File: src/rtl/vga_layer_mixer.sv
// Pixel compositor: NUM_BG frame-aligned background channels, NUM_SPR priority sprites, 2-stage colour/sync pipeline.
// Optional MIXER_BLANK_ON_SWITCH_EN: one black frame after every background change.
module vga_layer_mixer #(
    parameter int NUM_BG      = 4,
    parameter int NUM_SPR     = 2,
    parameter int CW          = 2,
    parameter int SELW        = 2,
    parameter int HOLD_FRAMES = 60
) (
    input  logic                      clk,
    input  logic                      reset,
    input  logic                      video_active,
    input  logic                      hsync_in,
    input  logic                      vsync_in,
    input  logic                      frame_tick,
    input  logic [NUM_BG*3*CW-1:0]    bg_rgb,
    input  logic [NUM_SPR*3*CW-1:0]   spr_rgb,
    input  logic [NUM_SPR-1:0]        spr_hit,
    input  logic [SELW-1:0]           bg_sel,
    input  logic                      auto_en,
    output logic [CW-1:0]             R,
    output logic [CW-1:0]             G,
    output logic [CW-1:0]             B,
    output logic                      hsync_out,
    output logic                      vsync_out,
    output logic [SELW-1:0]           cur_bg,
    output logic                      switch_pulse
);
    localparam int PW   = 3 * CW;
    localparam int CNTW = (HOLD_FRAMES > 1) ? $clog2(HOLD_FRAMES) : 1;

    logic [SELW-1:0] cur_bg_q, cur_bg_d;
    logic [CNTW-1:0] cnt_q, cnt_d;
    logic            switch_q, switch_d;
    logic            bg_changed;
    logic            blank_now;
    logic [PW-1:0]   pix_d, s1_rgb_q, out_rgb_q;
    logic            s1_hs_q, s1_vs_q, out_hs_q, out_vs_q;

    // Scene selection; the counter only runs while auto mode is on, so re-entry restarts the interval.
    always_comb begin
        cur_bg_d = cur_bg_q;
        cnt_d    = cnt_q;
        if (!auto_en) begin
            cnt_d = '0;
        end
        if (frame_tick) begin
            if (auto_en) begin
                if (cnt_q == CNTW'(HOLD_FRAMES - 1)) begin
                    cnt_d    = '0;
                    cur_bg_d = (cur_bg_q == SELW'(NUM_BG - 1)) ? '0 : cur_bg_q + SELW'(1);
                end else begin
                    cnt_d = cnt_q + CNTW'(1);
                end
            end else if (int'(bg_sel) < NUM_BG) begin
                cur_bg_d = bg_sel;
            end
        end
        bg_changed = (cur_bg_d != cur_bg_q);
        switch_d   = bg_changed;
    end

`ifdef MIXER_BLANK_ON_SWITCH_EN
    logic blank_q, blank_d;
    // Blank from the pixel after a change up to and including the next tick cycle.
    assign blank_d   = frame_tick ? bg_changed : blank_q;
    assign blank_now = blank_q;

    always_ff @(posedge clk) begin
        if (reset) begin
            blank_q <= 1'b0;
        end else begin
            blank_q <= blank_d;
        end
    end
`else
    assign blank_now = 1'b0;
`endif

    // Lowest-index opaque sprite wins, so scan downwards and let the last hit stick.
    always_comb begin
        pix_d = '0;
        for (int i = 0; i < NUM_BG; i++) begin
            if (cur_bg_q == SELW'(i)) begin
                pix_d = bg_rgb[i*PW +: PW];
            end
        end
        for (int j = NUM_SPR - 1; j >= 0; j--) begin
            if (spr_hit[j]) begin
                pix_d = spr_rgb[j*PW +: PW];
            end
        end
        if (!video_active || blank_now) begin
            pix_d = '0;
        end
    end

    always_ff @(posedge clk) begin
        if (reset) begin
            cur_bg_q  <= '0;
            cnt_q     <= '0;
            switch_q  <= 1'b0;
            s1_rgb_q  <= '0;
            s1_hs_q   <= 1'b0;
            s1_vs_q   <= 1'b0;
            out_rgb_q <= '0;
            out_hs_q  <= 1'b0;
            out_vs_q  <= 1'b0;
        end else begin
            cur_bg_q  <= cur_bg_d;
            cnt_q     <= cnt_d;
            switch_q  <= switch_d;
            s1_rgb_q  <= pix_d;
            s1_hs_q   <= hsync_in;
            s1_vs_q   <= vsync_in;
            out_rgb_q <= s1_rgb_q;
            out_hs_q  <= s1_hs_q;
            out_vs_q  <= s1_vs_q;
        end
    end

    assign R            = out_rgb_q[3*CW-1 -: CW];
    assign G            = out_rgb_q[2*CW-1 -: CW];
    assign B            = out_rgb_q[CW-1:0];
    assign hsync_out    = out_hs_q;
    assign vsync_out    = out_vs_q;
    assign cur_bg       = cur_bg_q;
    assign switch_pulse = switch_q;
endmodule

File: config.mk
export PLATFORM = sky130hd
export DESIGN_NAME = vga_layer_mixer
export DESIGN_NICKNAME = d
export VERILOG_FILES = /design/src/rtl/vga_layer_mixer.sv
export SDC_FILE = /design/constraint.sdc
export NUM_CORES = 1
export LEC_CHECK = 0
export BUFFER_PORTS_ARGS = -buffer_cell sky130_fd_sc_hd__buf_4
export CAP_MARGIN = 20
export CORE_UTILIZATION = 49
export CTS_CLUSTER_DIAMETER = 200
export DETAILED_ROUTE_END_ITERATION = 16
export PLACE_DENSITY = 0.88
export SLEW_MARGIN = 40
export SYNTH_ARGS = -nofsm -noshare
export SYNTH_HDL_FRONTEND = slang
export SYNTH_SLANG_ARGS = --single-unit
File: constraint.sdc
create_clock -name clk -period 3.85 [get_ports clk]
set_input_delay 0 -clock clk [delete_from_list [all_inputs] [get_ports clk]]
set_output_delay 0 -clock clk [all_outputs]
set_load 0.02 [all_outputs]
* Yosys cells after proc, flatten, opt, wreduce, memory -nomap -nowiden *
Index checks and enable logic that the tools add are counted.

storage, ports and cells
  memory bits (read-only) = 0
  bits of input ports = 47
  bits in latches = 0
  logic and storage cells = 33
  memory bits (writable) = 0
  bits in registers = 25
  memories kept = 0

cells by class
  $mul = 0
  multiplexer cells = 14
  reductions and logical operators = 2
  shifts and indexed selects = 0
  divide/modulo/power cells = 0
  bitwise logic cells = 1
  equality and inequality tests = 5
  $lt $le $gt $ge = 0
  add/subtract/negate cells = 2

operators by type and width
  kind                   count
  $mux W6                10
  $mux W2                4
  $add A6 B1 Y6 const B  1
  $eq A6 B6 Y1 const B   1
  $eq A2 B2 Y1 const B   2
  $add A2 B1 Y2 const B  1
  $eq A2 B1 Y1 const B   1
  $logic_not A2 Y1       1
  $ne A2 B2 Y1           1
  $reduce_or A2 Y1       1
  $not A1 Y1             1

* Longest topological paths before layout *
  word-level depth = 7
  depth in mapped cells = 6
  depth with buffers taken out = 6

* Least setup slack after synthesis *
OpenSTA, ideal clock, no wires.

  kind = flip-flop to flip-flop
  start point = register cur_bg_q[0], in the netlist cur_bg[0]
  end point = register s1_rgb_q[5]
  period minus slack after synthesis = 1.624 ns
  cell stages (with the launch flop) = 6
  data required time = 3.733 ns
  library setup time = 0.117 ns
  path slack = 2.226 ns
  arrival time = 1.507 ns
  cell sequence = dfxtp_1 -> inv_1 -> ha_1 -> nor2_1 -> nand4_1 -> a32o_1

between the ends
  cells in the longest elaborated chain, start to end = 7

RTL lines
  element                  line  text
  from (decl)              32    logic [SELW-1:0] cur_bg_q, cur_bg_d;
  from (signal assigned)   110   cur_bg_q <= cur_bg_d;
  $logic_not A2 Y1         84    if (cur_bg_q == SELW'(i)) begin
  $mux W6 (3 in series)    84
  $mux W6 *                84
  $mux W6 * (2 in series)  89    if (spr_hit[j]) begin
  to (signal assigned)     113   s1_rgb_q <= pix_d;
  to (decl)                37    logic [PW-1:0] pix_d, s1_rgb_q, out_rgb_q;

Mark *: on every way between the ends. The rest lies on a longest branch, timed or not.
A chain may end at the register's enable or synchronous reset.

* Final worst setup path *
  start point = register cur_bg_q[1], in the netlist cur_bg[1]
  end point = register cur_bg_q[1], in the netlist cur_bg[1]

between the ends
  cells in the longest elaborated chain, start to end = 5

RTL lines
  element                                        line  text
  $add A2 B1 Y2 or $eq A2 B2 Y1 (tied branches)  51    cur_bg_d = (cur_bg_q == SELW'(NUM_BG - 1)) ? '0 : cur_bg_q + SELW'(1);
  $mux W2                                        51
  $mux W2                                        49    if (cnt_q == CNTW'(HOLD_FRAMES - 1)) begin
  $mux W2                                        48    if (auto_en) begin
  $mux W2 *                                      47    if (frame_tick) begin

Marked as above.

==> results.cfg <==
[global_route]
grt_pass1_vias = 1338
antenna_found_initial = 0
grt_use_total_pct = 28.5
grt-ovfl-total = 0
grt_pass1_wl_microns = 5740
grt_max_degree = 17

[logic_synthesis]
yosysSeqAreaShare_pct = 40.0
ys.flop_type = dfxtp_1
synthesis.nets = 197
synth_edf_count = 0
yosysWarnings = 0
synth.distinct_cells = 37
syn_inst = 145
synth_async_sr_flop_share_pct = 0
synth.avg_cell_area_sq_um = 8.63
synth.top_cell.area_share_pct = 40.0
synth_common_cells = dfxtp_1 (25), nand2_1 (18), nor2b_1 (12), nand3_1 (8)
synth_area_leader_cell = dfxtp_1
syn-cell-area_sq_um = 1250
yosysMostFrequentCell = dfxtp_1
synthTopCellsByArea = dfxtp_1 (40%), nor2b_1 (6.0%), nand2_1 (5.4%), ha_1 (5.0%), a32o_1 (4.8%)
ys_seq_elements = 25

[die]
die_h_microns = 52.5
initial_utilization_pct = 54.0
placementRows = 17
die_w_microns = 52.5
pin_count = 58
core_area_sq_um = 2320
dieArea_sq_um = 2760

[critical_path]
startpoint = cur_bg[1]
cp.arrival_ns = 2.26
critPathRequiredTime_ns = 4.13
worst-setup-path-type = register to register
worstReg2RegEnd = cur_bg[1]
r2r_cells = 5
regToRegStartpoint = cur_bg[1]
crit_fanout = 7
start_kind = register
worstSetupEndpoint = cur_bg[1]
endpoint_kind = register
r2r_slack_ns = 1.88

[clock_network]
clockBufferDepth = 2
cts_made_buffers = 3
cts_tree = built
hold_buffers = 13
cts_setup_buffers = 0
root_buffer = clkbuf_4
htreeDepth = 1
clk_pin_slew_ns = 0.14
cts_resized = 0
cts.sinks = 25
clkLatencyLatePin_ns = 0.33

[power]
leakage_nw = 0.797
cellPowerDensity_nw_per_um2 = 276
p_int_mw = 0.372
irDropWorstVdd_v = 0.000193
p_switching_mw = 0.137
swShare_pct = 26.9
pwr-share-comb_pct = 22.2
total_power_mw = 0.508
p_seq_share_pct = 53.7
p_clk_share_pct = 24.2

[timing]
period_minus_slack_ns = 1.97
setup_tns_ns = 0
maxSlewHeadroom_pct = 49.6
rsz0062_at_grt = no
tightestPinTransition_ns = 0.754
hold_violations = 0
fin_crit_sh_pct = 51.3
final_max_slew_viol_count = 0
clock_skew_ns = 0.00251
setup_viol = 0
fmax_mhz = 506

[routing]
wl_per_cell_microns = 14.7
ant_nets = 0
viasPerCell = 5.73
dr.first_iter.drc_count = 38
vias = 1381
firstDrtPassIters = 4
route.detailed.drc = 0
finalWirelength_microns = 3540

[finish]
syn_to_final_growth_pct = 47.3
drive_above_1_share_pct = 30.5
antenna_cells = 0
nets = 266
final_util_pct = 79.5

[placement]
place_hpwl_microns = 2500
io_buffer_count = 57
gp_congestion = 0.887

[run]
max-cap-violations = 0

[min_path]
hp-class = input pin to register

[status]
run_status = completed
[sequential cells by signal, summed over array words and instances (netlist names)]
name,cells
out_rgb_q,6
s1_hs_q,1
vsync_out,1
s1_rgb_q,6
switch_pulse,1
s1_vs_q,1
cnt_q,6
hsync_out,1
cur_bg,2
[cells by family (layout without fill, tap and decap cells)]
group / after synthesis / in the layout / share of synthesized area, %
adder cells (fa/ha/maj): 5 / 5 / 5.00
multiplexers: 1 / 1 / 0.800
buffers and inverters: 10 / 78 / 3.70
XOR/XNOR: 4 / 4 / 2.80
flip-flops: 25 / 25 / 40.0
AND/OR/NAND/NOR: 60 / 60 / 25.4
AO/OA/AOI/OAI: 40 / 40 / 22.3
[final cells by class]
class / count / area, sq um
timing repair buffer: 70 / 558
multi-input combinational: 110 / 704
fill: 160 / 475
clock buffer: 3 / 22.5
tap: 28 / 35.0
clock inverter: 1 / 7.51
sequential: 25 / 500
inverter: 4 / 15.0
[worst min-delay path by stage]
stage	cells after the start	end	slack (ns)	from
after floorplan	1	out_rgb_q[0]	0.07	reset
after global placement	2	s1_vs_q	0.22	vsync_in
after detailed placement	2	s1_vs_q	0.22	vsync_in
after CTS	3	cnt_q[1]	0.008	frame_tick
after global routing	3	cnt_q[1]	0.02	frame_tick
final	3	cur_bg[0]	0.02	bg_sel[0]
[power groups by stage]
stage               logic [mW]  clock network [mW]  registers (mW)
floorplan               0.0388                   0           0.283
global placement        0.0963                   0           0.278
detailed placement      0.0991                   0           0.279
CTS                      0.110               0.124           0.273
global route             0.122               0.136           0.274
finish                   0.113               0.123           0.273
[layout by cell type, fill, tap and decap left out, types with 6 or more instances in the layout]
master         instances
a21oi_1                6
a32o_1                 6
buf_4                 57
dfxtp_1               25
dlygate4sd3_1         13
nand2_1               18
nand3_1                8
nor2_1                 7
nor2b_1               12
o21ai_0                7
[critical path: stages (launching register included)]
cell           delay (ns)
dfxtp_1              0.51
inv_1                0.15
ha_1                 0.35
o2bb2ai_1            0.09
a211oi_1             0.25
dlygate4sd3_1        0.58
[metrics by stage]
stage,setup WS [ns],instance area [sq um],hold WS (ns),std cells
after floorplan,2.23,1250,0.0716,145
after global placement,2.21,1680,0.216,224
after detailed placement,2.15,1680,0.218,224
after CTS,1.91,1840,0.00813,241
after global routing,1.75,1840,0.0180,241
final,1.88,1840,0.0158,241
[metal layers]
layer	global-route usage [%]	wire length, microns	vias to the layer above
met4	17.1	139	0
met3	3.77	252	15
met1	33.7	1430	617
li1	-	-	661
met2	48.3	1720	88
met5	0	0	-
Power figures use the tool's default switching activity.
